[config.mk]
export PLATFORM = sky130hd
export DESIGN_NAME = dcache
export DESIGN_NICKNAME = d
export VERILOG_FILES = /design/src/rtl/dcache.sv
export SDC_FILE = /design/constraint.sdc
export NUM_CORES = 2
export LEC_CHECK = 0
export CORE_ASPECT_RATIO = 1.25
export CORE_MARGIN = 2
export CORE_UTILIZATION = 57
export CTS_CLUSTER_SIZE = 28
export DETAILED_ROUTE_END_ITERATION = 8
export PLACE_DENSITY = 0.76
export RECOVER_POWER = 50
export SYNTH_ARGS = -nofsm -noshare
export SYNTH_HDL_FRONTEND = slang
export SYNTH_SLANG_ARGS = --single-unit
[constraint.sdc]
create_clock -name CLK -period 6.8 [get_ports CLK]
set_input_delay 0.68 -clock CLK [delete_from_list [all_inputs] [get_ports CLK]]
set_output_delay 0.68 -clock CLK [all_outputs]
set_load 0.1 [all_outputs]
[src/rtl/dcache.sv]
// Direct-mapped write-back data cache, 2-word blocks. On halt it flushes every
// dirty frame, stores the hit count to 0x3100, then raises flushed.
module dcache #(
   parameter int unsigned SETS = 8
) (
   input  logic        CLK,
   input  logic        nRST,
   input  logic        halt,
   input  logic        dmemREN,
   input  logic        dmemWEN,
   input  logic [31:0] dmemaddr,
   input  logic [31:0] dmemstore,
   output logic        dhit,
   output logic [31:0] dmemload,
   output logic        flushed,
   output logic        dREN,
   output logic        dWEN,
   output logic [31:0] daddr,
   output logic [31:0] dstore,
   input  logic        dwait,
   input  logic [31:0] dload
);
   localparam int unsigned IW = $clog2(SETS);
   localparam int unsigned TW = 32 - IW - 3;
   localparam logic [IW:0] LAST_IDX = (IW+1)'(SETS - 1);
   localparam logic [IW:0] END_IDX  = (IW+1)'(SETS);

   typedef enum logic [3:0] {
      IDLE, WB0, WB1, LD0, LD1, FWB0, FWB1, FNEXT, CNT, DONE
   } stateT;

   stateT state, nextState;

   logic [SETS-1:0] valid, dirty;
   logic [TW-1:0]   tags  [SETS];
   logic [31:0]     word0 [SETS];
   logic [31:0]     word1 [SETS];
   logic [31:0]     hitCount;
   logic            missFlag;
   logic [IW:0]     flushIdx;

   logic [IW-1:0] reqIdx, fIdx;
   logic [TW-1:0] reqTag;
   logic          reqWord, request, tagHit;
   logic          unusedByteOffset;

   assign reqIdx           = dmemaddr[IW+2:3];
   assign reqTag           = dmemaddr[31:IW+3];
   assign reqWord          = dmemaddr[2];
   assign unusedByteOffset = ^dmemaddr[1:0];
   assign fIdx             = flushIdx[IW-1:0];
   assign request          = dmemREN | dmemWEN;
   assign tagHit           = valid[reqIdx] && (tags[reqIdx] == reqTag);

   always_comb begin
      nextState = state;
      dhit      = 1'b0;
      dmemload  = '0;
      flushed   = 1'b0;
      dREN      = 1'b0;
      dWEN      = 1'b0;
      daddr     = '0;
      dstore    = '0;
      unique case (state)
         IDLE: begin
            if (halt) begin
               nextState = FNEXT;
            end else if (request) begin
               if (tagHit) begin
                  dhit     = 1'b1;
                  dmemload = reqWord ? word1[reqIdx] : word0[reqIdx];
               end else if (valid[reqIdx] && dirty[reqIdx]) begin
                  nextState = WB0;
               end else begin
                  nextState = LD0;
               end
            end
         end
         WB0: begin
            dWEN   = 1'b1;
            daddr  = {tags[reqIdx], reqIdx, 3'b000};
            dstore = word0[reqIdx];
            if (!dwait) nextState = WB1;
         end
         WB1: begin
            dWEN   = 1'b1;
            daddr  = {tags[reqIdx], reqIdx, 3'b100};
            dstore = word1[reqIdx];
            if (!dwait) nextState = LD0;
         end
         LD0: begin
            dREN  = 1'b1;
            daddr = {reqTag, reqIdx, 3'b000};
            if (!dwait) nextState = LD1;
         end
         LD1: begin
            dREN  = 1'b1;
            daddr = {reqTag, reqIdx, 3'b100};
            if (!dwait) nextState = IDLE;
         end
         // END_IDX is only reached when the last frame needed a write-back
         FNEXT: begin
            if (flushIdx == END_IDX) begin
               nextState = CNT;
            end else if (valid[fIdx] && dirty[fIdx]) begin
               nextState = FWB0;
            end else if (flushIdx == LAST_IDX) begin
               nextState = CNT;
            end
         end
         FWB0: begin
            dWEN   = 1'b1;
            daddr  = {tags[fIdx], fIdx, 3'b000};
            dstore = word0[fIdx];
            if (!dwait) nextState = FWB1;
         end
         FWB1: begin
            dWEN   = 1'b1;
            daddr  = {tags[fIdx], fIdx, 3'b100};
            dstore = word1[fIdx];
            if (!dwait) nextState = FNEXT;
         end
         CNT: begin
            dWEN   = 1'b1;
            daddr  = 32'h0000_3100;
            dstore = hitCount;
            if (!dwait) nextState = DONE;
         end
         DONE: begin
            flushed = 1'b1;
         end
         default: begin
            nextState = IDLE;
         end
      endcase
   end

   always_ff @(posedge CLK or negedge nRST) begin
      if (!nRST) begin
         state    <= IDLE;
         valid    <= '0;
         dirty    <= '0;
         hitCount <= '0;
         missFlag <= 1'b0;
         flushIdx <= '0;
         for (int unsigned i = 0; i < SETS; i++) begin
            tags[i]  <= '0;
            word0[i] <= '0;
            word1[i] <= '0;
         end
      end else begin
         state <= nextState;
         case (state)
            IDLE: begin
               if (halt) begin
                  flushIdx <= '0;
               end else if (request) begin
                  if (tagHit) begin
                     if (!missFlag) hitCount <= hitCount + 32'd1;
                     missFlag <= 1'b0;
                     if (dmemWEN) begin
                        if (reqWord) word1[reqIdx] <= dmemstore;
                        else         word0[reqIdx] <= dmemstore;
                        dirty[reqIdx] <= 1'b1;
                     end
                  end else begin
                     missFlag <= 1'b1;
                  end
               end
            end
            WB1: if (!dwait) dirty[reqIdx] <= 1'b0;
            LD0: if (!dwait) word0[reqIdx] <= dload;
            LD1: begin
               if (!dwait) begin
                  word1[reqIdx] <= dload;
                  valid[reqIdx] <= 1'b1;
                  tags[reqIdx]  <= reqTag;
                  dirty[reqIdx] <= 1'b0;
               end
            end
            FNEXT: begin
               if (flushIdx != END_IDX && !(valid[fIdx] && dirty[fIdx]))
                  flushIdx <= flushIdx + 1'b1;
            end
            FWB1: begin
               if (!dwait) begin
                  dirty[fIdx] <= 1'b0;
                  flushIdx    <= flushIdx + 1'b1;
               end
            end
            default: ;
         endcase
      end
   end
endmodule

==> results.md <==
- Post-route cell area: 45790 sq um
- Sinks on Clock Net: slightly below 800
- Cells after synthesis: 3633
- Initial antenna violation count: 4
- Final Hold Fails: 0
- Failing checks: design-rule violations, max-capacitance violations, max-slew violations
- Final setup viols: 0
- Grt total ovfl: 0
- Yosys Warn Count: 0
- Main combinational cell family by area after synthesis: compound AO/OA/AOI/OAI gates
- Switching pwr: 9.086 mW
- # rows: about 110
- Fillers: between 5k and 6k
- Period minus WS final: 6.083 ns
- H-tree depth: 3
- Worst-path cell chain: buf_4, buf_4, nor2b_1, buf_4, a22o_1, nor3_1, nand3b_1, or4_1, nor4_4, nand2_1, buf_4, a211oi_1, buf_12
- Post-synth EDFFs: 0
- Status: finished, violations left
- Core ar.: 69590 sq um
- Post-CTS setup buffers: 0
- Starting Density: 57.65%
- Min-delay src: hitCount[14]
- Avg Cell Area, Syn: 11.04 sq um
- Multiplexer area fraction after synthesis: about a tenth
- Xor/xnor share of the synthesized area: 1.070%
- Clock transition at path regs: 0.06 ns
- RSZ-0062 raised after global routing: false
- Via count: about 38k
- Synth Area in Simple Gates: 6.929%
- Final #Nets: 3759
- Pre-Repair DR Iteration Count: 9
- Share of power burned in registers: 37.7%
- Largest net degree at the start of global routing: 175
- Register bit total from synthesis: 777
- Height of the die: 300.6 um
- Post-synthesis compound-gate area fraction: between 20% and 30%
- Fraction of layout cells with a size suffix above 1: ~18%
- CTS buffer count: 80
- Max_slew headroom: -140.3%
- # port buffers: about 200
- Total track usage: 46.17%
- Worst path max stage delay: between 0.8 and 0.9 ns
- Clock network power share: 21.5%
- Detail Route Antenna Nets: 0
- Crit path to: dmemload[9]
- Worst r2r path cells: 6
- Max clock buf depth: 3
- Top cell by count, worst path: buf_4
- Measured slew at the worst slew-check pin: 3.592 ns
- Vias in the first global route: 38.76k
- Critical Path End Type: primary output
- Final wirelength: 168300 um
- Post-CTS Resized: 0
- DRT iter0 DRCs: about 7k
- Max-Cap Viols: 13
- # hold bufs at CTS: 0
- Post-synth ARST share: 100.0%
- Final GP Congestion: 0.9439
- Area after DPL: 43280 sq um
- Cell Area, Synth: 40120 sq um
- Tcrit/Tclk final: roughly 90%
- Worst Path Arrival: 5.40 ns
- Worst setup path start: dmemaddr[5]
- Drt wl/cell: 36.18 um
- I/O pins: 202
- Setup crit start kind: primary input
- First-pass GRT wire length: between 200000 and 250000 um
- Worst R2R Setup Slack: between 0.9 and 1 ns
- Max-slew violation count: 822
- Worst min-delay path class: reg2reg
- Skew final: between 0.02 and 0.03 ns
- P_leak: 19.23 nW
- Synth Area in Adders: 0.09355%
- Slowest CP cell: a211oi_1
- Pint: 11.78 mW
- Power per standard cell area: 455.7 nW/um^2
- Peak VDD IR: around 0.6 mV
- Sequential area share after synthesis: around half
- Die footprint: 72540 sq um
- Placed cells: approximately 4.5k
- Count of cell types in the netlist: 56
- Area delta synth->final: 14.12%
- Post-detail-place hpwl: 96820 um
- Skew-Pair Late Insertion Delay: 0.66 ns
- R2R Path End: tags[39]
- CTS tree: done
- Fmax: 0.1644 GHz
- Setup_tns: 0 ns
- Final Non-Filler Cells: between 4k and 5k
- Worst Path Max Fanout: between 50 and 60
- DR vias/cell: 8.227
- WS Path Type: in2out
- RR Startpoint: state[2]
- Dominant synthesized flop cell: dfrtp_1
- CTS root buffer: clkbuf_16
- DRC Markers: 12
- Die X: 241.3 um
- Req. time, crit path: 6.12 ns
- Fraction of power spent switching nets: 43.55%
- Combinational share of power: 40.8%
-- cell usage after synthesis (all sizes together) (6+ instances only) --
cell type    n  area (sq um)
nand2b      17         106.4
or3         12         75.07
clkbuf     281          1055
a31oi       43         269.0
a211o        9         78.83
a41oi       49         429.2
o21ai       53         265.3
a22o       320          2803
o22a       193          1690
nor2b       11         68.82
nand2      224         840.8
nor2       109         411.7
nand3b       7         52.55
nand4       37         231.5
o211ai      28         210.2
nand3       64         320.3
mux2       229          2579
dfrtp      777         19440
a221o       11         110.1
buf        103         479.2
nor4        12         90.09
inv         10         37.54
o32a        64         640.6
and2         6         37.54
and3        20         125.1
nor3        49         245.2
or2         10         62.56
a21oi      127         635.6
a221oi      74         648.1
xor2        26         227.7
mux2i       64         640.6
a22oi      449          3371
mux4        47          1059
xnor2       23         201.4
a211oi      41         307.8
-- final cells by class --
type,count,area [sq um],share of cell area (%)
multi-input combinational,2460,19390,42.36
sequential,777,19440,42.47
timing repair buffer,322,3113,6.799
clock inverter,23,276.5,0.6039
inverter,13,48.80,0.1066
clock buffer,115,2327,5.083
tap,935,1170,2.555
antenna,5,12.51,0.02733
-- state kept, by name, indices dropped and copies added (netlist names) --
name and flops:
dirty 8, flushIdx 4, hitCount 32, missFlag 1
state 4, tags 208, valid 8, word0 256
word1 256
-- layout by cell type (no fill, tap or decap), drive strengths merged, types with 6 or more instances in the layout --
cell             n
a211o            9
a211oi          41
a21oi          127
a221o           11
a221oi          74
a22o           320
a22oi          449
a31oi           43
a41oi           49
and2             6
and3            20
buf            209
bufinv           6
clkbuf         121
clkdlybuf4s50  104
clkinv          17
dfrtp          777
inv             13
mux2           229
mux2i           64
mux4            47
nand2          224
nand2b          17
nand3           64
nand3b           7
nand4           37
nor2           109
nor2b           11
nor3            49
nor4            12
o211ai          28
o21ai           53
o22a           193
o32a            64
or2             10
or3             12
xnor2           23
xor2            26
-- power groups by stage --
| stage | Combinational [mW] | Sequential, mW | Clock [mW] |
|---|---|---|---|
| 2_1_floorplan | 5.93 | 7.28 | 0 |
| 3_3_place_gp | 8.00 | 7.65 | 0 |
| 3_5_place_dp | 8.20 | 7.81 | 0 |
| 4_1_cts | 8.24 | 7.74 | 4.47 |
| 5_1_grt | 8.74 | 7.99 | 4.66 |
| 6_report | 8.50 | 7.86 | 4.50 |
-- worst min path at each step --
stage	cells past startpoint	to
floorplan	0	dirty[0]
global placement	1	valid[4]
detailed placement	1	valid[3]
CTS	1	hitCount[3]
global route	1	valid[3]
finish	1	hitCount[14]
-- worst max-delay path, delay by kind of cell --
| family | cells | cell delay [ns] |
|---|---|---|
| AND/OR/NAND/NOR | 6 | 1.58 |
| buffers and inverters | 5 | 2.06 |
| AO/OA/AOI/OAI | 2 | 1.04 |
-- per-stage QoR --
stage               power, mW  worst slack (ns)  hold WS (ns)  utilization (%)
detailed placement      16.01            0.9515        0.4786            62.19
global placement        15.64            0.9148        0.4728            62.19
floorplan               13.21            0.3949        0.3844                -
global route            21.40            0.6261        0.5048            65.77
CTS                     20.45            0.9294        0.2009            65.93
finish                  20.86            0.7169        0.5099            65.79
-- metal layers --
metal	vias up	part of all wire [%]	global-route usage, %
met5	-	0.015	0
met4	4	10	35.07
met3	1323	16	19.44
met2	3963	42	66.06
met1	18550	32	55.16
li1	14420	-	-
-- logic make-up after synthesis --
group | count (synthesis)
adder cells (fa/ha/maj) | 3
other | 1
AND/OR/NAND/NOR | 592
XOR/XNOR | 49
flip-flops | 777
AO/OA/AOI/OAI | 1474
multiplexers | 340
buffers and inverters | 397
Note: power is estimated with default switching activity, not from simulation.
